$ cat config.mk
export PLATFORM = sky130hd
export DESIGN_NAME = hex165_reader
export DESIGN_NICKNAME = d
export VERILOG_FILES = /design/src/rtl/hex165_pkg.sv /design/src/rtl/hex165_tick.sv /design/src/rtl/hex165_reader.sv
export SDC_FILE = /design/constraint.sdc
export NUM_CORES = 1
export LEC_CHECK = 0
export ABC_AREA = 1
export BUFFER_PORTS_ARGS = -buffer_cell sky130_fd_sc_hd__buf_2
export CAP_MARGIN = 10
export CORE_MARGIN = 2
export CORE_UTILIZATION = 35
export DETAILED_ROUTE_END_ITERATION = 12
export PLACE_DENSITY_LB_ADDON = 0.05
export SLEW_MARGIN = 10
export SYNTH_ARGS = -nofsm -noshare
export SYNTH_HDL_FRONTEND = slang
export SYNTH_HIERARCHICAL = 1
export SYNTH_SLANG_ARGS = --single-unit
$ cat constraint.sdc
create_clock -name sys_clk -period 2.3 [get_ports sys_clk]
set_input_delay 0.46 -clock sys_clk [delete_from_list [all_inputs] [get_ports sys_clk]]
set_output_delay 0.46 -clock sys_clk [all_outputs]
set_load 0.02 [all_outputs]
$ cat src/rtl/hex165_pkg.sv
// Shared types and defaults for the 74HC165 chain reader.
// Scan FSM states, default parameters and the scan-length helper.
package hex165_pkg;

  typedef enum logic [2:0] {
    IDLE,
    LOAD,
    SETTLE,
    LOW,
    HIGH,
    DONE
  } state_t;

  localparam int DEF_NUM_BITS    = 16;
  localparam int DEF_CLK_DIV     = 25;
  localparam int DEF_SCAN_PERIOD = 50000;

  // sys_clk cycles from LOAD entry to DONE entry
  function automatic int scan_len(input int num_bits, input int clk_div);
    return (2 * num_bits + 1) * clk_div;
  endfunction

endpackage

$ cat src/rtl/hex165_tick.sv
// Half-period divider: tick is high on every CLK_DIV-th cycle after restart.
// Latency: restart clears the count on the next edge; no backpressure.
module hex165_tick
  import hex165_pkg::*;
#(
  parameter int CLK_DIV = DEF_CLK_DIV
) (
  input  logic sys_clk,
  input  logic sys_rst,
  input  logic restart,
  output logic tick
);

  localparam int CW = $clog2(CLK_DIV);
  localparam logic [CW-1:0] CNT_LAST = CW'(CLK_DIV - 1);

  logic [CW-1:0] cnt;

  always_ff @(posedge sys_clk) begin
    if (sys_rst || restart) begin
      cnt <= '0;
    end else if (cnt == CNT_LAST) begin
      cnt <= '0;
    end else begin
      cnt <= cnt + CW'(1);
    end
  end

  assign tick = (cnt == CNT_LAST);

endmodule

$ cat src/rtl/hex165_reader.sv
// Scans a 74HC165 chain into data; one scan is (2*NUM_BITS+1)*CLK_DIV cycles, start ignored while busy.
// Define HEX165_DEBOUNCE_EN to accept a result only when two consecutive raw scans agree.
module hex165_reader
  import hex165_pkg::*;
#(
  parameter int NUM_BITS    = DEF_NUM_BITS,
  parameter int CLK_DIV     = DEF_CLK_DIV,
  parameter int SCAN_PERIOD = DEF_SCAN_PERIOD
) (
  input  logic                sys_clk,
  input  logic                sys_rst,
  input  logic                start,
  output logic                hc_pl_n,
  output logic                hc_clk,
  input  logic                hc_ser,
  output logic [NUM_BITS-1:0] data,
  output logic                data_valid,
  output logic                changed,
  output logic                busy
);

  localparam int BCW = $clog2(NUM_BITS + 1);
  localparam int PCW = (SCAN_PERIOD > 1) ? $clog2(SCAN_PERIOD) : 1;

  if (NUM_BITS < 8 || NUM_BITS > 64) begin : g_bad_bits
    $error("hex165_reader: NUM_BITS must be within 8..64");
  end
  if (CLK_DIV < 4) begin : g_bad_div
    $error("hex165_reader: CLK_DIV must be at least 4");
  end

  state_t              state;
  state_t              state_nxt;
  logic                tick;
  logic                restart;
  logic                sample;
  logic                scan_end;
  logic                accept;
  logic                auto_trig;
  logic                ser_meta;
  logic                ser_sync;
  logic [BCW-1:0]      bit_cnt;
  logic [BCW-1:0]      bit_cnt_inc;
  logic [NUM_BITS-2:0] shreg;
  logic [NUM_BITS-1:0] word_nxt;

  // Free-running scan period; wraps on its own so scans keep a fixed cadence
  if (SCAN_PERIOD != 0) begin : g_auto
    localparam logic [PCW-1:0] PER_LAST = PCW'(SCAN_PERIOD - 1);
    logic [PCW-1:0] per_cnt;

    always_ff @(posedge sys_clk) begin
      if (sys_rst) begin
        per_cnt <= '0;
      end else if (per_cnt == PER_LAST) begin
        per_cnt <= '0;
      end else begin
        per_cnt <= per_cnt + PCW'(1);
      end
    end

    assign auto_trig = (per_cnt == PER_LAST);
  end else begin : g_no_auto
    assign auto_trig = 1'b0;
  end

  always_ff @(posedge sys_clk) begin
    if (sys_rst) begin
      ser_meta <= 1'b0;
      ser_sync <= 1'b0;
    end else begin
      ser_meta <= hc_ser;
      ser_sync <= ser_meta;
    end
  end

  hex165_tick #(
    .CLK_DIV (CLK_DIV)
  ) u_tick (
    .sys_clk (sys_clk),
    .sys_rst (sys_rst),
    .restart (restart),
    .tick    (tick)
  );

  assign restart     = (state_nxt != state);
  assign bit_cnt_inc = bit_cnt + BCW'(1);
  assign word_nxt    = {shreg, ser_sync};

  always_comb begin
    state_nxt = state;
    sample    = 1'b0;
    busy      = 1'b1;
    case (state)
      IDLE: begin
        busy = 1'b0;
        if (start || auto_trig) state_nxt = LOAD;
      end
      LOAD:   if (tick) state_nxt = SETTLE;
      SETTLE: if (tick) state_nxt = LOW;
      LOW: begin
        if (tick) begin
          sample    = 1'b1;
          state_nxt = (bit_cnt_inc < BCW'(NUM_BITS)) ? HIGH : DONE;
        end
      end
      HIGH:   if (tick) state_nxt = LOW;
      DONE: begin
        busy      = 1'b0;
        state_nxt = IDLE;
      end
      default: begin
        busy      = 1'b0;
        state_nxt = IDLE;
      end
    endcase
  end

  assign scan_end = sample && (bit_cnt_inc == BCW'(NUM_BITS));

  // Pin drives are registered from state_nxt so they line up with state, glitch-free
  always_ff @(posedge sys_clk) begin
    if (sys_rst) begin
      state   <= IDLE;
      bit_cnt <= '0;
      shreg   <= '0;
      hc_pl_n <= 1'b1;
      hc_clk  <= 1'b0;
    end else begin
      state   <= state_nxt;
      hc_pl_n <= (state_nxt != LOAD);
      hc_clk  <= (state_nxt == HIGH);
      if (state == IDLE) begin
        bit_cnt <= '0;
      end else if (sample) begin
        bit_cnt <= bit_cnt_inc;
        shreg   <= word_nxt[NUM_BITS-2:0];
      end
    end
  end

`ifdef HEX165_DEBOUNCE_EN
  logic [NUM_BITS-1:0] cand;

  always_ff @(posedge sys_clk) begin
    if (sys_rst) begin
      cand <= '0;
    end else if (scan_end) begin
      cand <= word_nxt;
    end
  end

  assign accept = scan_end && (word_nxt == cand);
`else
  assign accept = scan_end;
`endif

  // Result registers load on the last sample so they are visible during DONE
  always_ff @(posedge sys_clk) begin
    if (sys_rst) begin
      data       <= '0;
      data_valid <= 1'b0;
      changed    <= 1'b0;
    end else begin
      data_valid <= accept;
      changed    <= accept && (word_nxt != data);
      if (accept) data <= word_nxt;
    end
  end

endmodule

==> reports/results.txt <==
Die Width: 97.0 um
RSZ-0062 raised after global routing: false
worst hold slack: 0.330 ns
flip-flop and latch count after synthesis: 66
share of synthesized flip-flops with an asynchronous set or reset: 0
average wire length per cell after detail routing: 10.5 um
final clock period utilization by the worst path: 0.833
cell family with the largest share of critical-path delay: simple AND/OR/NAND/NOR gates
CP bufs+invs: 4
number of different library cells in the post-synthesis netlist: 26
accumulated negative setup slack: 0 ns
CP Capture Type: flip-flop
category of the worst setup path launch point: flip-flop
remaining max-slew budget at the tightest pin: 0.640
Least-Margin Pin Slew: 0.539 ns
shortest period the worst path allows: 1.92 ns
cell area after synthesis: 0.00302 mm2
hold bufs inserted after CTS: 0
gr ovfl total: 0
required time at the worst-slack endpoint: 2.59 ns
IR drop worst, VDD: 291 uV
Global Route Usage Sum: 0.135
via count of the routed design: 2605
# DRC: 0
initial antenna violation count: 0
weighted congestion reported at the end of routability-driven placement: 0.856
synthesized netlist cell count: 442
library cell appearing most often on the critical path: sky130_fd_sc_hd__nand2_1
slowest cell delay on critical path: 0.34 ns
Detail Route Antenna Nets: 0
floorplan die area: 0.00940 mm2
via/cell ratio: 4.51
maximum buffer depth of the clock tree: 2
wire length of the first global-routing pass: 10400 um
number of port buffers: 24
per-instance average area after synthesis: 6.84 um2
Synthesized Nets: 450
CTS tree: built
Static Leak: 1.53 nW
Pins Over Slew Limit: 0
number of synthesized flops with an enable pin: 0
clock sink total: 66
number of global-route vias before repair: 2338
die height: 97.0 um
status: finished clean
Inserted Diodes: 0
effective utilization at floorplan: 0.364
number of design-rule violations left by the first detailed-router iteration: 95
Warnings, synthesis: 6
main flop type after synthesis: sky130_fd_sc_hd__dfxtp_1
post-synthesis sequential area ratio: 0.437
core outline area: 0.00830 mm2
source-to-sink clock delay at the later pin of the worst-skew pair: 0.34 ns
number of buffers inserted during clock tree synthesis: 9
min-delay worst type: in -> reg
cell with the largest stage delay on the worst path: sky130_fd_sc_hd__dfxtp_1
most frequent cells in the layout: 115 x sky130_fd_sc_hd__nand2_1, 78 x sky130_fd_sc_hd__nor2_1, 66 x sky130_fd_sc_hd__dfxtp_1, 59 x sky130_fd_sc_hd__inv_1, 28 x sky130_fd_sc_hd__a21oi_1
number of levels in the clock H-tree: 3
Ports: 25
Post-Route WL: 6050 um
area of all placed cells without fillers: 0.00342 mm2
post-cts resize count: 0
Hold Fails Final Rpt: 0
share of cells above drive strength 1: 0.114
Clock Pin Slew Worst Setup and Hold Paths: 0.07 ns
reg2reg setup slack: 0.38 ns
top achievable clock speed: 522 MHz
most common cell after layout, fill and taps aside: sky130_fd_sc_hd__nand2_1
Nets: 476
buffer count from post-CTS setup fixing: 0
detailed-router iteration count before antenna repair: 4
power after layout: 2.24 mW
CP Class: reg -> reg
HPWL after DPL: 4160 um
buffer type at the clock tree root: sky130_fd_sc_hd__clkbuf_8
arrival time of the worst setup path: 2.20 ns
PD cells: 654 mW/mm2
Placed Instance Area: 0.00323 mm2
cells traversed along the worst timing path: inv_1 > ha_1 > nand2_4 > nor2_2 > inv_1 > nand2_1 > nand2_1 > nor2_1 > nand2_1 > nand2_1 > nand2_1 > nor2_1 > inv_1 > nor2_2 > nand2_1 > inv_1
max-cap check violation count: 0
# rows: 33
relative area change from synthesis to final layout: 13.2%
largest net degree at the start of global routing: 36
setup violators final: 0
largest fanout on the critical path: 5
Max Clock Skew: 0.00807 ns
-- kinds of logic after synthesis --
logic type | after synthesis | share of synthesized area
DFF | 66 | 0.437
adders and majority gates | 4 | 0.0166
AOI/OAI and AO/OA | 51 | 0.0856
buffers and inverters | 73 | 0.0981
xor gates and xnor gates | 9 | 0.0261
and+or+nand+nor | 239 | 0.337
-- cell type report --
| type | count | area [um2] |
|---|---|---|
| Tap cell | 105 | 131 |
| Inverter | 62 | 233 |
| Timing Repair Buffer | 26 | 135 |
| Clock inverter | 2 | 35.0 |
| Multi-Input combinational cell | 303 | 1410 |
| Clock buffer | 14 | 163 |
| Sequential cell | 66 | 1320 |
| Fill cell | 920 | 4870 |
-- sequential cells by signal (all words and copies together), names as in the netlist --
signal	cells
bit_cnt	5
changed	1
data	16
data_valid	1
g_auto.per_cnt	16
hc_clk	1
hc_pl_n	1
ser_meta	1
ser_sync	1
shreg	15
state	3
u_tick/cnt	5
-- Yosys cell counts, types with 2 or more instances --
cell / count / area (um2)
sky130_fd_sc_hd__nand2_1: 115 / 432
sky130_fd_sc_hd__nor2_1: 78 / 293
sky130_fd_sc_hd__dfxtp_1: 66 / 1320
sky130_fd_sc_hd__inv_1: 59 / 221
sky130_fd_sc_hd__a21oi_1: 28 / 140
sky130_fd_sc_hd__o21ai_0: 22 / 110
sky130_fd_sc_hd__nand4_1: 15 / 93.8
sky130_fd_sc_hd__nand3_1: 14 / 70.1
sky130_fd_sc_hd__buf_2: 6 / 30.0
sky130_fd_sc_hd__xor2_1: 5 / 43.8
sky130_fd_sc_hd__ha_1: 4 / 50.1
sky130_fd_sc_hd__nor3_1: 4 / 20.0
sky130_fd_sc_hd__or2_2: 4 / 25.0
sky130_fd_sc_hd__xnor2_1: 4 / 35.0
sky130_fd_sc_hd__clkbuf_1: 3 / 11.3
sky130_fd_sc_hd__nor2_2: 3 / 18.8
sky130_fd_sc_hd__buf_6: 2 / 22.5
sky130_fd_sc_hd__inv_2: 2 / 7.51
-- stage by stage --
stage	setup WS, ns	utilization	instances
2_1_floorplan	0.497	-	442
3_3_place_gp	0.435	0.389	562
3_5_place_dp	0.377	0.389	562
4_1_cts	0.357	0.413	578
5_1_grt	0.134	0.413	578
6_report	0.384	0.413	578
-- where the power goes --
group	internal (mW)	switching (mW)
clock network	0.560	0.432
logic	0.0273	0.0532
registers	1.15	0.0105
total	1.74	0.495
-- path summary, 6_finish.rpt --
kind / startpoint / to / depth (start not counted)
max: u_tick/cnt[0] / u_tick/cnt[3] / 16
min: hc_ser / ser_meta / 3
max reg2reg: u_tick/cnt[0] / u_tick/cnt[3] / 16
min reg2reg: ser_meta / ser_sync / 2
-- layer usage --
metal / track usage / share of wire
met5: 0 / 0
met4: 0.0520 / 0.015
met3: 0.0397 / 0.034
met2: 0.216 / 0.45
met1: 0.172 / 0.50
-- worst reg2reg max path: cells and delay by family, from the launching register on --
kind | cells | cell delay (ns)
and+or+nand+nor | 11 | 1.08
DFF | 1 | 0.34
buffers and inverters | 4 | 0.28
adders and majority gates | 1 | 0.18
Power figures use the tool's default switching activity.
